==> src/rtl/ptw_mem_arbiter.sv <==
// Page-table-walker memory arbiter: shares one read port between the
// ITLB and DTLB walkers with round-robin grant and a read timeout.
module ptw_mem_arbiter #(
   parameter int ADDR_WIDTH     = 64,
   parameter int DATA_WIDTH     = 64,
   parameter int TIMEOUT_CYCLES = 1024
) (
   input  logic                  clk_i,
   input  logic                  rst_i,
   input  logic                  itlb_req_valid_i,
   input  logic [ADDR_WIDTH-1:0] itlb_req_addr_i,
   output logic                  itlb_resp_valid_o,
   output logic [DATA_WIDTH-1:0] itlb_resp_data_o,
   output logic                  itlb_resp_err_o,
   input  logic                  dtlb_req_valid_i,
   input  logic [ADDR_WIDTH-1:0] dtlb_req_addr_i,
   output logic                  dtlb_resp_valid_o,
   output logic [DATA_WIDTH-1:0] dtlb_resp_data_o,
   output logic                  dtlb_resp_err_o,
   output logic                  mem_arvalid_o,
   output logic [ADDR_WIDTH-1:0] mem_araddr_o,
   input  logic                  mem_arready_i,
   input  logic                  mem_rvalid_i,
   input  logic [DATA_WIDTH-1:0] mem_rdata_i,
   input  logic                  mem_rerr_i,
   output logic                  busy_o,
   output logic                  overrun_o
);

   localparam int CW = $clog2(TIMEOUT_CYCLES);
   localparam logic [CW-1:0] CNT_LAST = CW'(TIMEOUT_CYCLES - 1);

   typedef enum logic [2:0] {
      S_IDLE,
      S_ADDR,
      S_DATA,
      S_RESP,
      S_DRAIN
   } state_e;

   state_e                state_q;
   logic                  pend_i_q;
   logic                  pend_d_q;
   logic [ADDR_WIDTH-1:0] slot_i_q;
   logic [ADDR_WIDTH-1:0] slot_d_q;
   logic                  last_d_q;
   logic                  own_d_q;
   logic                  timed_out_q;
   logic [CW-1:0]         cnt_q;
   logic                  arvalid_q;
   logic [ADDR_WIDTH-1:0] araddr_q;
   logic                  i_valid_q;
   logic [DATA_WIDTH-1:0] i_data_q;
   logic                  i_err_q;
   logic                  d_valid_q;
   logic [DATA_WIDTH-1:0] d_data_q;
   logic                  d_err_q;
   logic                  overrun_q;

   logic                  active;
   logic                  drop_i;
   logic                  drop_d;
   logic                  cand_i;
   logic                  cand_d;
   logic                  gnt_d;
   logic [ADDR_WIDTH-1:0] gnt_addr;

   // Owner of the port in flight, pulse-drop detection and tie-break.
   assign active = (state_q == S_ADDR) | (state_q == S_DATA)
                 | (state_q == S_DRAIN);
   assign drop_i = itlb_req_valid_i & (pend_i_q | (active & ~own_d_q));
   assign drop_d = dtlb_req_valid_i & (pend_d_q | (active & own_d_q));
   assign cand_i = pend_i_q | itlb_req_valid_i;
   assign cand_d = pend_d_q | dtlb_req_valid_i;
   assign gnt_d  = cand_d & (~cand_i | ~last_d_q);
   assign gnt_addr = gnt_d
                   ? (pend_d_q ? slot_d_q : dtlb_req_addr_i)
                   : (pend_i_q ? slot_i_q : itlb_req_addr_i);

   // Request capture plus the arbitration / memory-read state machine.
   always_ff @(posedge clk_i or posedge rst_i) begin
      if (rst_i) begin
         state_q     <= S_IDLE;
         pend_i_q    <= 1'b0;
         pend_d_q    <= 1'b0;
         slot_i_q    <= '0;
         slot_d_q    <= '0;
         last_d_q    <= 1'b1;
         own_d_q     <= 1'b0;
         timed_out_q <= 1'b0;
         cnt_q       <= '0;
         arvalid_q   <= 1'b0;
         araddr_q    <= '0;
         i_valid_q   <= 1'b0;
         i_data_q    <= '0;
         i_err_q     <= 1'b0;
         d_valid_q   <= 1'b0;
         d_data_q    <= '0;
         d_err_q     <= 1'b0;
         overrun_q   <= 1'b0;
      end else begin
         i_valid_q <= 1'b0;
         d_valid_q <= 1'b0;
         if (itlb_req_valid_i) begin
            if (drop_i) begin
               overrun_q <= 1'b1;
            end else begin
               pend_i_q <= 1'b1;
               slot_i_q <= itlb_req_addr_i;
            end
         end
         if (dtlb_req_valid_i) begin
            if (drop_d) begin
               overrun_q <= 1'b1;
            end else begin
               pend_d_q <= 1'b1;
               slot_d_q <= dtlb_req_addr_i;
            end
         end
         case (state_q)
            S_IDLE: begin
               if (cand_i | cand_d) begin
                  arvalid_q <= 1'b1;
                  araddr_q  <= gnt_addr;
                  own_d_q   <= gnt_d;
                  last_d_q  <= gnt_d;
                  if (gnt_d) pend_d_q <= 1'b0;
                  else       pend_i_q <= 1'b0;
                  state_q   <= S_ADDR;
               end
            end
            S_ADDR: begin
               if (mem_arready_i) begin
                  arvalid_q <= 1'b0;
                  cnt_q     <= '0;
                  state_q   <= S_DATA;
               end
            end
            S_DATA: begin
               if (mem_rvalid_i) begin
                  if (own_d_q) begin
                     d_valid_q <= 1'b1;
                     d_data_q  <= mem_rdata_i;
                     d_err_q   <= mem_rerr_i;
                  end else begin
                     i_valid_q <= 1'b1;
                     i_data_q  <= mem_rdata_i;
                     i_err_q   <= mem_rerr_i;
                  end
                  state_q <= S_RESP;
               end else if (cnt_q == CNT_LAST) begin
                  if (own_d_q) begin
                     d_valid_q <= 1'b1;
                     d_data_q  <= '0;
                     d_err_q   <= 1'b1;
                  end else begin
                     i_valid_q <= 1'b1;
                     i_data_q  <= '0;
                     i_err_q   <= 1'b1;
                  end
                  timed_out_q <= 1'b1;
                  state_q     <= S_RESP;
               end else begin
                  cnt_q <= cnt_q + CW'(1);
               end
            end
            S_RESP: begin
               state_q <= timed_out_q ? S_DRAIN : S_IDLE;
            end
            S_DRAIN: begin
               if (mem_rvalid_i) begin
                  timed_out_q <= 1'b0;
                  state_q     <= S_IDLE;
               end
            end
            default: state_q <= S_IDLE;
         endcase
      end
   end

   assign itlb_resp_valid_o = i_valid_q;
   assign itlb_resp_data_o  = i_data_q;
   assign itlb_resp_err_o   = i_err_q;
   assign dtlb_resp_valid_o = d_valid_q;
   assign dtlb_resp_data_o  = d_data_q;
   assign dtlb_resp_err_o   = d_err_q;
   assign mem_arvalid_o     = arvalid_q;
   assign mem_araddr_o      = araddr_q;
   assign busy_o            = (state_q != S_IDLE) | pend_i_q | pend_d_q;
   assign overrun_o         = overrun_q;

endmodule

==> config.mk <==
export PLATFORM = sky130hd
export DESIGN_NAME = ptw_mem_arbiter
export DESIGN_NICKNAME = d
export VERILOG_FILES = /design/src/rtl/ptw_mem_arbiter.sv
export SDC_FILE = /design/constraint.sdc
export NUM_CORES = 1
export LEC_CHECK = 0
export CORE_ASPECT_RATIO = 0.9
export CORE_MARGIN = 2
export CORE_UTILIZATION = 25
export CTS_CLUSTER_DIAMETER = 200
export DETAILED_ROUTE_END_ITERATION = 10
export SYNTH_ARGS = -nofsm -noshare
export SYNTH_HDL_FRONTEND = slang
export SYNTH_SLANG_ARGS = --single-unit
==> constraint.sdc <==
create_clock -name clk_i -period 13.83 [get_ports clk_i]
set_clock_uncertainty 0.2 [all_clocks]
set_input_delay 3.4575 -clock clk_i [delete_from_list [all_inputs] [get_ports clk_i]]
set_output_delay 3.4575 -clock clk_i [all_outputs]
set_load 0.02 [all_outputs]
==> run_results.csv, run 1 <==
group,metric,value,unit
synthesis,syn_avg_cell_area,12.45,sq um
placement,dp_hpwl,30310,microns
route,drtAntennaViolNets,0,
final_layout,multi_input_area,0.006410,sq mm
final_layout,nFillCells,5950,
grt,grt_pass1_wl,67080,microns
synthesis,synth-edff-count,0,
outcome,status,"finished clean",
synthesis,postSynthCellCount,1245,
timing,hold_viol,0,
synthesis,synthesis.nets,1445,
floorplanning,core,0.06133,sq mm
power_and_ir_drop,p_sw_frac,0.3689,
grt,overflow,0,
clock_network,clk_latency,0.57,ns
placement,place_area,0.02016,sq mm
hold_path,hold_path_class,"register to register",
final_layout,nets,1804,
placement,routabilityCongestion,0.7697,
critical_path,critPathMaxFanout,13,
grt,grt_usage,0.1358,
synthesis,synth-main-ff-cell,"dfrtp_1",
clock_network,numCtsBuffers,41,
timing,rsz0062_at_grt,"false",
timing,slew_headroom,0.2566,
critical_path,critPathMaxStageDelay,0.61,ns
synthesis,ys_seq_elements,344,
clock_network,cts_sinks,344,
route,drt-pass1-iter-count,5,
critical_path,slowest_stage,"nor3_1",
synthesis,synth-compound-area-share,0.1101,
placement,io_buffers,397,
synthesis,synthMuxAreaShare,0.1881,
timing,tightest_slew,1.106,ns
route,vias_per_cell,4.600,
power_and_ir_drop,seq_power_share,0.358,
route,vias,11156,
synthesis,async_reset_ff_frac,1.000,
final_layout,drive_above_1_share,0.1556,
final_layout,fin_area,0.02151,sq mm
clock_network,cts.clk_slew.worst_paths,0.06,ns
synthesis,synth.top_cells.by_area,"dfrtp_1 55%, mux2_2 12%, mux2_1 7.1%",
timing,maxSlewViolCount,0,
critical_path,crit_path_end_kind,"output pin",
clock_network,cts_tree,"yes",
job,cap_violations,0,
critical_path,crit_family,"simple AND/OR/NAND/NOR gates",
power_and_ir_drop,p_per_area,228.9,mW/mm^2
clock_network,htreeDepth,2,
clock_network,cts_setup_buffers,0,
critical_path,crit_required,10.17,ns
final_layout,area_delta_synth_final,38.74,%
timing,fin_crit_sh,0.4385,
route,post_drt_wl_per_cell,18.42,microns
floorplanning,die_x,266.5,microns
critical_path,crit_type,"register to output pin",
route,wl,44670,microns
clock_network,ctsLongestPathBuffers,3,
timing,fmax,0.1649,GHz
clock_network,cts_resized,0,
synthesis,synth_cell_types,47,
synthesis,syn_area,0.01550,sq mm
synthesis,ys_seq_area_frac,0.5553,
power_and_ir_drop,p_switching,1.816,mW
synthesis,synthAdderAreaFrac,0.0008070,
floorplanning,die_area,0.06403,sq mm
grt,antenna_found_initial,14,
route,drc,0,
critical_path,crit_chain,"nor3_1 > nand2_1 > clkdlybuf4s50_1",
clock_network,postCtsHoldBufs,0,
power_and_ir_drop,pwr-share-comb,0.420,
timing,fin_tns_setup,0,ns
floorplanning,rows,86,
power_and_ir_drop,p_int,3.108,mW
synthesis,synth_top_area_share,0.5536,
timing,setup_violations,0,
synthesis,synth_top_family_by_area,"multiplexers",
critical_path,arrival,2.41,ns
route,drt-initial-drc-count,419,
critical_path,start_kind,"register",
floorplanning,die_h,240.3,microns
timing,min_period,6.065,ns
power_and_ir_drop,ir_worst_vdd,0.1091,mV
grt,first_global_vias,11351,
synthesis,synth_xor_area_frac,0.001130,
power_and_ir_drop,power_leakage,8.820,nW
clock_network,root_buffer,"clkbuf_16",
power_and_ir_drop,clkPwrFrac,0.222,
synthesis,yosysTopAreaCell,"dfrtp_1",
grt,grt_max_degree,154,
synthesis,ys.warnings.count,0,
synthesis,yosys.area_share.simple,0.1110,
critical_path,crit_buf_inv,1,
floorplanning,initial_core_util,0.2528,
floorplanning,io_pins,398,
final_layout,ff_latch_area,0.008617,sq mm
cells by family after synthesis:
family | Yosys count
buffers and inverters | 105
adder cells (fa/ha/maj) | 1
AO/OA/AOI/OAI | 230
XOR/XNOR | 2
multiplexers | 259
flip-flops | 344
AND/OR/NAND/NOR | 304
registers in the layout (all words and copies together) (netlist names), 3 cells and up:
signal	flops
cnt_q	10
dtlb_resp_data_o	64
itlb_resp_data_o	64
mem_araddr_o	64
slot_d_q	64
slot_i_q	64
state_q	3
metrics by stage:
stage | power, mW | setup WS [ns] | std cells | hold slack [ns] | util
after floorplan | 2.999 | 0.6374 | 1245 | 0.2567 | -
after global placement | 3.823 | 7.250 | 2353 | 0.2586 | 0.3286
after detailed placement | 3.889 | 7.210 | 2353 | 0.2673 | 0.3286
after CTS | 5.011 | 7.702 | 2424 | 0.2799 | 0.3507
after global routing | 5.248 | 7.506 | 2424 | 0.2956 | 0.3507
final | 4.924 | 7.765 | 2425 | 0.2752 | 0.3507
final timing paths:
| path | slack (ns) | depth (start not counted) | endpoint | startpoint |
|---|---|---|---|---|
| worst max-delay path | 7.77 | 3 | busy_o | state_q[1]$_DFFE_PP0P_ |
| worst min-delay path | 0.28 | 2 | mem_araddr_o[11]$_DFFE_PP0P_ | mem_araddr_o[11]$_DFFE_PP0P_ |
| worst max register to register | 10.58 | 5 | mem_araddr_o[50]$_DFFE_PP0P_ | pend_d_q$_DFF_PP0_ |
| worst min register to register | 0.28 | 2 | mem_araddr_o[11]$_DFFE_PP0P_ | mem_araddr_o[11]$_DFFE_PP0P_ |
| max in group asynchronous | 8.03 | 4 | mem_araddr_o[56]$_DFFE_PP0P_ | rst_i |
| min in group asynchronous | 3.21 | 2 | itlb_resp_data_o[54]$_DFFE_PP0P_ | rst_i |
power by group through the flow:
stage	combinational [mW]	sequential (mW)	clock [mW]
4_1_cts	2.11	1.77	1.14
3_3_place_gp	2.06	1.76	0
6_report	2.07	1.76	1.09
2_1_floorplan	1.03	1.97	0
3_5_place_dp	2.11	1.78	0
5_1_grt	2.25	1.82	1.17
per-layer routing:
metal,wire length (microns),GRT usage
met2,19630,0.2145
met4,872,0.03864
met5,153,0
met3,5166,0.06831
met1,18850,0.1625
placed cells by master (no fill, tap or decap), types with 2 or more instances in the layout:
cell,count
o211ai_1,4
inv_6,2
xor2_1,2
a21oi_1,9
mux2_1,98
clkbuf_1,11
nand4_1,2
clkdlybuf4s50_1,396
nor3_1,2
clkinv_8,2
mux2_2,161
nor2_1,6
dfrtp_1,341
a2bb2oi_1,2
and2_1,65
clkbuf_8,6
and3_1,2
clkinv_2,3
clkbuf_16,41
o21ai_0,9
nand2_1,74
a211oi_4,2
nand3_1,10
clkinv_4,2
nand2b_1,2
nor2b_1,128
or3_1,4
buf_4,15
dfrtp_4,2
bufinv_16,4
o31ai_1,67
a211oi_1,128
inv_1,6
worst register-to-register path, cell delays in order, from the launching register on:
cell,delay [ns]
dfrtp_4,0.68
or4_1,0.71
nand2_4,0.36
buf_4,0.84
nand2_1,0.23
o31ai_1,0.12
synth_stat cells (4+ instances only):
master	count
a211oi_1	128
a21oi_1	9
and2_1	65
buf_1	6
buf_2	35
buf_6	10
clkbuf_1	44
dfrtp_1	343
inv_1	7
mux2_1	98
mux2_2	161
nand2_1	75
nand3_1	10
nor2_1	6
nor2b_1	128
o211ai_1	4
o21ai_0	9
o31ai_1	67
or3_1	4
layout make-up:
class / count / share of cell area
diodes: 1 / 0.0001163
clock buffers: 58 / 0.05345
clock inverters: 13 / 0.009422
inverters: 8 / 0.001745
multi-input cells: 796 / 0.2980
flip-flops and latches: 344 / 0.4006
well taps: 792 / 0.04607
repair buffers: 413 / 0.1907
No activity file was read; power rests on OpenSTA's default activity.
==> inputs of run 2 (changes only) <==
==> constraint.sdc (replaced) <==
create_clock -name clk_i -period 5.3 [get_ports clk_i]
set_clock_uncertainty 0.2 [all_clocks]
set_input_delay 1.325 -clock clk_i [delete_from_list [all_inputs] [get_ports clk_i]]
set_output_delay 1.325 -clock clk_i [all_outputs]
set_load 0.02 [all_outputs]
==> run 2 against run 1 <==
  * Core utilization rose by 0.46 points
  * Clock power rose to 2.8 times the previous value
  * Critical path depth unchanged
  * Die area unchanged
  * Final cell count rose by 0.54%
  * Worst hold slack better by 0.00064 ns
  * Combinational power increased to 2.6 times the previous value
  * Sequential cell count is the same
  * Worst setup slack got worse by 6.4 ns
  * Global-route usage is 0.26 points higher
  * Total power grew to 2.7 times the previous value
  * Critical path type unchanged
  * Largest power group unchanged
  * Highest routed layer unchanged
==> run_results.csv, run 2 (synthesized netlist as in run 1, its figures left out) <==
group,metric,value,unit
critical_path,crit_path_end_kind,"output pin",
grt,grt_pass1_wl,68350,microns
critical_path,crit_chain,"nor3_1 > nand2_1 > clkdlybuf4s50_1",
timing,fin_crit_sh,0.7510,
clock_network,cts.clk_slew.worst_paths,0.06,ns
critical_path,reg2reg_from,"pend_i_q$_DFF_PP0_",
final_layout,area_delta_synth_final,40.57,%
final_layout,postLayoutCoreUtil,0.3553,
final_layout,nFillCells,5968,
critical_path,critPathMaxStageDelay,0.63,ns
clock_network,cts_setup_buffers,0,
clock_network,cts_tree,"yes",
route,drc,0,
clock_network,cts_resized,0,
clock_network,ctsLongestPathBuffers,3,
grt,grt_max_degree,111,
route,drt-pass1-iter-count,4,
critical_path,startpoint,"state_q[1]$_DFFE_PP0P_",
timing,hold_viol,0,
route,vias_per_cell,4.585,
timing,slew_headroom,0.3191,
critical_path,crit_required,3.77,ns
critical_path,crit_family,"simple AND/OR/NAND/NOR gates",
critical_path,crit_type,"register to output pin",
placement,dp_hpwl,30620,microns
final_layout,fin_area,0.02179,sq mm
timing,rsz0062_at_grt,"false",
clock_network,htreeDepth,2,
final_layout,layout_commonest_cell,"clkdlybuf4s50_1",
floorplanning,die_h,240.3,microns
timing,setup_violations,0,
clock_network,numCtsBuffers,43,
clock_network,root_buffer,"clkbuf_16",
route,wl,45160,microns
critical_path,cp_num_cells,3,
power_and_ir_drop,ir_worst_vdd,0.4030,mV
floorplanning,die_x,266.5,microns
power_and_ir_drop,p_per_area,603.6,mW/mm^2
final_layout,nets,1812,
grt,grt_usage,0.1384,
timing,fmax,0.2512,GHz
floorplanning,core,0.06133,sq mm
timing,min_period,3.980,ns
route,vias,11179,
clock_network,postCtsHoldBufs,0,
route,drtAntennaViolNets,0,
clock_network,clk_latency,0.59,ns
critical_path,arrival,2.46,ns
grt,first_global_vias,11397,
critical_path,start_kind,"register",
job,cap_violations,0,
floorplanning,die_area,0.06403,sq mm
critical_path,critPathMaxFanout,13,
critical_path,rr_worst_depth,5,
timing,maxSlewViolCount,0,
critical_path,crit_buf_inv,1,
critical_path,slowest_stage,"nor3_1",
placement,place_area,0.02029,sq mm
power_and_ir_drop,power_leakage,8.947,nW
route,post_drt_wl_per_cell,18.52,microns
critical_path,cp-endpoint,"busy_o",
grt,antenna_found_initial,11,
timing,fin_tns_setup,0,ns
critical_path,r2r_slack,2.30,ns
outcome,status,"finished clean",
placement,routabilityCongestion,0.7583,
floorplanning,rows,86,
clock_network,cts_sinks,344,
floorplanning,initial_core_util,0.2528,
final_layout,drive_above_1_share,0.1647,
grt,overflow,0,
critical_path,regToRegEndpoint,"mem_araddr_o[40]$_DFFE_PP0P_",
placement,io_buffers,397,
route,drt-initial-drc-count,613,
final_layout,final_cell_mix,"396 x clkdlybuf4s50_1, 341 x dfrtp_1, 161 x mux2_2, 128 x nor2b_1, 128 x a211oi_1",
timing,tightest_slew,1.013,ns
floorplanning,io_pins,398,
hold_path,hold_path_class,"register to register",
-- run 2: final cells by class --
class | instances | area [sq um] | area share
Timing Repair Buffer | 419 | 4234 | 0.1943
Clock buffer | 57 | 1199 | 0.05500
Tap cell | 792 | 991.0 | 0.04547
Antenna cell | 1 | 2.502 | 0.0001148
Clock inverter | 21 | 307.8 | 0.01412
Inverter | 8 | 33.78 | 0.001550
Multi-Input combinational cell | 796 | 6410 | 0.2941
Sequential cell | 344 | 8617 | 0.3954
-- run 2: worst min-delay path by stage --
| stage | from | slack (ns) | cells past startpoint | endpoint |
|---|---|---|---|---|
| 2_1_floorplan | last_d_q$_DFFE_PP1P_ | 0.26 | 2 | last_d_q$_DFFE_PP1P_ |
| 3_3_place_gp | mem_araddr_o[63]$_DFFE_PP0P_ | 0.26 | 2 | mem_araddr_o[63]$_DFFE_PP0P_ |
| 3_5_place_dp | mem_araddr_o[5]$_DFFE_PP0P_ | 0.27 | 2 | mem_araddr_o[5]$_DFFE_PP0P_ |
| 4_1_cts | mem_araddr_o[5]$_DFFE_PP0P_ | 0.28 | 2 | mem_araddr_o[5]$_DFFE_PP0P_ |
| 5_1_grt | slot_i_q[28]$_DFFE_PP0P_ | 0.29 | 1 | slot_i_q[28]$_DFFE_PP0P_ |
| 6_report | mem_araddr_o[13]$_DFFE_PP0P_ | 0.28 | 2 | mem_araddr_o[13]$_DFFE_PP0P_ |
-- run 2: per-layer routing --
layer	global-route usage	routed length, microns
met1	0.1674	19030
met2	0.2206	20200
met3	0.06575	5008
met4	0.03643	804
met5	0	115
-- run 2: tightest hold or removal path: stages (launching register included) --
cell and delay [ns]:
dfrtp_1 0.34, nand2_1 0.05, o31ai_1 0.05
-- run 2: where the power goes --
part	leakage (nW)	switching [mW]	total [mW]	internal [mW]
clock	0.733	1.20	3.09	1.90
sequential	4.28	0.803	4.63	3.83
combinational	3.94	2.81	5.43	2.62
-- run 2: stage by stage --
| stage | total power, mW | hold slack (ns) | instances | setup WS (ns) |
|---|---|---|---|---|
| after floorplan | 7.827 | 0.2567 | 1245 | -0.8267 |
| after global placement | 10.05 | 0.2608 | 2359 | 1.392 |
| after detailed placement | 10.20 | 0.2673 | 2359 | 1.349 |
| after CTS | 13.40 | 0.2808 | 2437 | 1.292 |
| after global routing | 14.03 | 0.2946 | 2437 | 1.242 |
| final | 13.16 | 0.2758 | 2438 | 1.320 |
==> inputs of run 3 (changes only) <==
==> constraint.sdc (replaced) <==
create_clock -name clk_i -period 3.6 [get_ports clk_i]
set_clock_uncertainty 0.2 [all_clocks]
set_input_delay 0.9 -clock clk_i [delete_from_list [all_inputs] [get_ports clk_i]]
set_output_delay 0.9 -clock clk_i [all_outputs]
set_load 0.02 [all_outputs]
==> run 3 against run 2 <==
  * Register-to-register slack lost 1.3 ns
  * Count of clock-buffer cells in the layout decreased by 1
  * Sequential power grew 44%
  * Routed wire length rose by 0.47%
  * Die area unchanged
  * Global-route usage increased by 0.20 points
  * Final cell count rose by 0.37%
==> run_results.csv, run 3 (synthesized netlist as in run 1, its figures left out) <==
group,metric,value,unit
final_layout,drive_above_1_share,0.1660,
timing,hold_viol,0,
critical_path,crit_type,"register to output pin",
route,drc,0,
power_and_ir_drop,clkPwrFrac,0.216,
critical_path,slowest_stage,"clkdlybuf4s50_1",
final_layout,fin_area,0.02183,sq mm
final_layout,area_delta_synth_final,40.79,%
placement,dp_slack,0.5081,ns
critical_path,arrival,2.16,ns
power_and_ir_drop,p_switching,7.037,mW
final_layout,final_cell_mix,"396 x clkdlybuf4s50_1, 341 x dfrtp_1, 161 x mux2_2, 128 x nor2b_1, 128 x a211oi_1",
grt,overflow,0,
floorplanning,initial_core_util,0.2528,
timing,tightest_slew,1.006,ns
clock_network,clk_latency,0.56,ns
outcome,status,"finished clean",
clock_network,numCtsBuffers,39,
clock_network,postCtsHoldBufs,0,
timing,fin_crit_sh,0.9064,
placement,routabilityCongestion,0.7805,
floorplanning,rows,86,
clock_network,cts_resized,0,
placement,place_area,0.02050,sq mm
critical_path,critPathMaxStageDelay,0.65,ns
final_layout,nets,1822,
critical_path,crit_buf_inv,2,
grt,antenna_found_initial,10,
power_and_ir_drop,pwr-share-comb,0.437,
power_and_ir_drop,ir_worst_vdd,0.5065,mV
route,post_drt_wl_per_cell,18.54,microns
power_and_ir_drop,p_per_area,876.5,mW/mm^2
route,drtAntennaViolNets,0,
job,cap_violations,0,
grt,grt_max_degree,80,
final_layout,finalNonFillerCells,2447,
placement,io_buffers,397,
hold_path,hold_path_class,"register to register",
route,wl,45370,microns
route,drt-pass1-iter-count,6,
route,vias_per_cell,4.626,
timing,rsz0062_at_grt,"false",
critical_path,crit_chain,"nor3_1 > buf_4 > nand2_1 > clkdlybuf4s50_1",
clock_network,cts_sinks,344,
power_and_ir_drop,p_int,12.10,mW
floorplanning,io_pins,398,
timing,setup_violations,0,
grt,grt_pass1_wl,69490,microns
final_layout,layout_commonest_cell,"clkdlybuf4s50_1",
clock_network,root_buffer,"clkbuf_16",
power_and_ir_drop,power_leakage,8.971,nW
floorplanning,die_x,266.5,microns
clock_network,ctsLongestPathBuffers,3,
floorplanning,die_area,0.06403,sq mm
clock_network,cts_tree,"yes",
critical_path,start_kind,"register",
clock_network,cts.clk_slew.worst_paths,0.06,ns
power_and_ir_drop,p_sw_frac,0.3678,
timing,slew_headroom,0.3234,
grt,first_global_vias,11820,
placement,dp_cells,2373,
route,drt-initial-drc-count,536,
critical_path,r2r_slack,1.02,ns
power_and_ir_drop,p_total,19.13,mW
placement,dp_hpwl,31300,microns
critical_path,crit_path_end_kind,"output pin",
critical_path,critPathMaxFanout,13,
critical_path,crit_required,2.50,ns
clock_network,htreeDepth,2,
final_layout,nFillCells,5911,
grt,grt_usage,0.1404,
timing,maxSlewViolCount,0,
timing,worst_slack,0.3369,ns
route,vias,11320,
floorplanning,core,0.06133,sq mm
power_and_ir_drop,seq_power_share,0.347,
floorplanning,die_h,240.3,microns
timing,fmax,0.3065,GHz
timing,min_period,3.263,ns
clock_network,cts_setup_buffers,0,
critical_path,crit_family,"buffers and inverters",
## run 3: tightest hold or removal path: cells and delay by family (launching register included)
family | cells | cell delay, ns
and+or+nand+nor | 1 | 0.05
AOI/OAI and AO/OA | 1 | 0.05
DFF | 1 | 0.34
## run 3: metal layers
metal | part of all wire | GRT usage
met5 | 0.0019 | 0
met4 | 0.026 | 0.04648
met1 | 0.43 | 0.1769
met2 | 0.44 | 0.2206
met3 | 0.097 | 0.05408
## run 3: worst paths after layout
| check | from | cells after the start | endpoint |
|---|---|---|---|
| min in group asynchronous | rst_i | 2 | dtlb_resp_data_o[48]$_DFFE_PP0P_ |
| worst min-delay path | mem_araddr_o[16]$_DFFE_PP0P_ | 2 | mem_araddr_o[16]$_DFFE_PP0P_ |
| worst max register to register | state_q[2]$_DFFE_PP0P_ | 5 | slot_i_q[28]$_DFFE_PP0P_ |
| worst min register to register | mem_araddr_o[16]$_DFFE_PP0P_ | 2 | mem_araddr_o[16]$_DFFE_PP0P_ |
| worst max-delay path | state_q[2]$_DFFE_PP0P_ | 4 | busy_o |
| max in group asynchronous | rst_i | 4 | last_d_q$_DFFE_PP1P_ |
## run 3: layout make-up
class,count,area [sq um],share of cell area
clock buffer,56,1121,0.05136
tap,792,991.0,0.04539
timing repair buffer,433,4452,0.2039
inverter,8,33.78,0.001548
multi-input combinational,796,6410,0.2936
sequential,344,8617,0.3947
clock inverter,14,195.2,0.008941
antenna,4,10.01,0.0004585
## run 3: stage by stage
step           hold WS [ns]  utilization  setup TNS, ns
6_report             0.2781       0.3559              0
5_1_grt              0.3019       0.3558              0
4_1_cts              0.2836       0.3558              0
3_5_place_dp         0.2697       0.3343              0
3_3_place_gp         0.2635       0.3343              0
2_1_floorplan        0.2567            -        -721.72
## run 3: power by group through the flow
| stage | Clock, mW | Sequential, mW | Combinational (mW) |
|---|---|---|---|
| after floorplan | 0 | 7.57 | 3.96 |
| after global placement | 0 | 6.63 | 8.35 |
| after detailed placement | 0 | 6.71 | 8.50 |
| after CTS | 4.30 | 6.65 | 8.51 |
| after global routing | 4.44 | 6.87 | 9.09 |
| final | 4.13 | 6.65 | 8.35 |
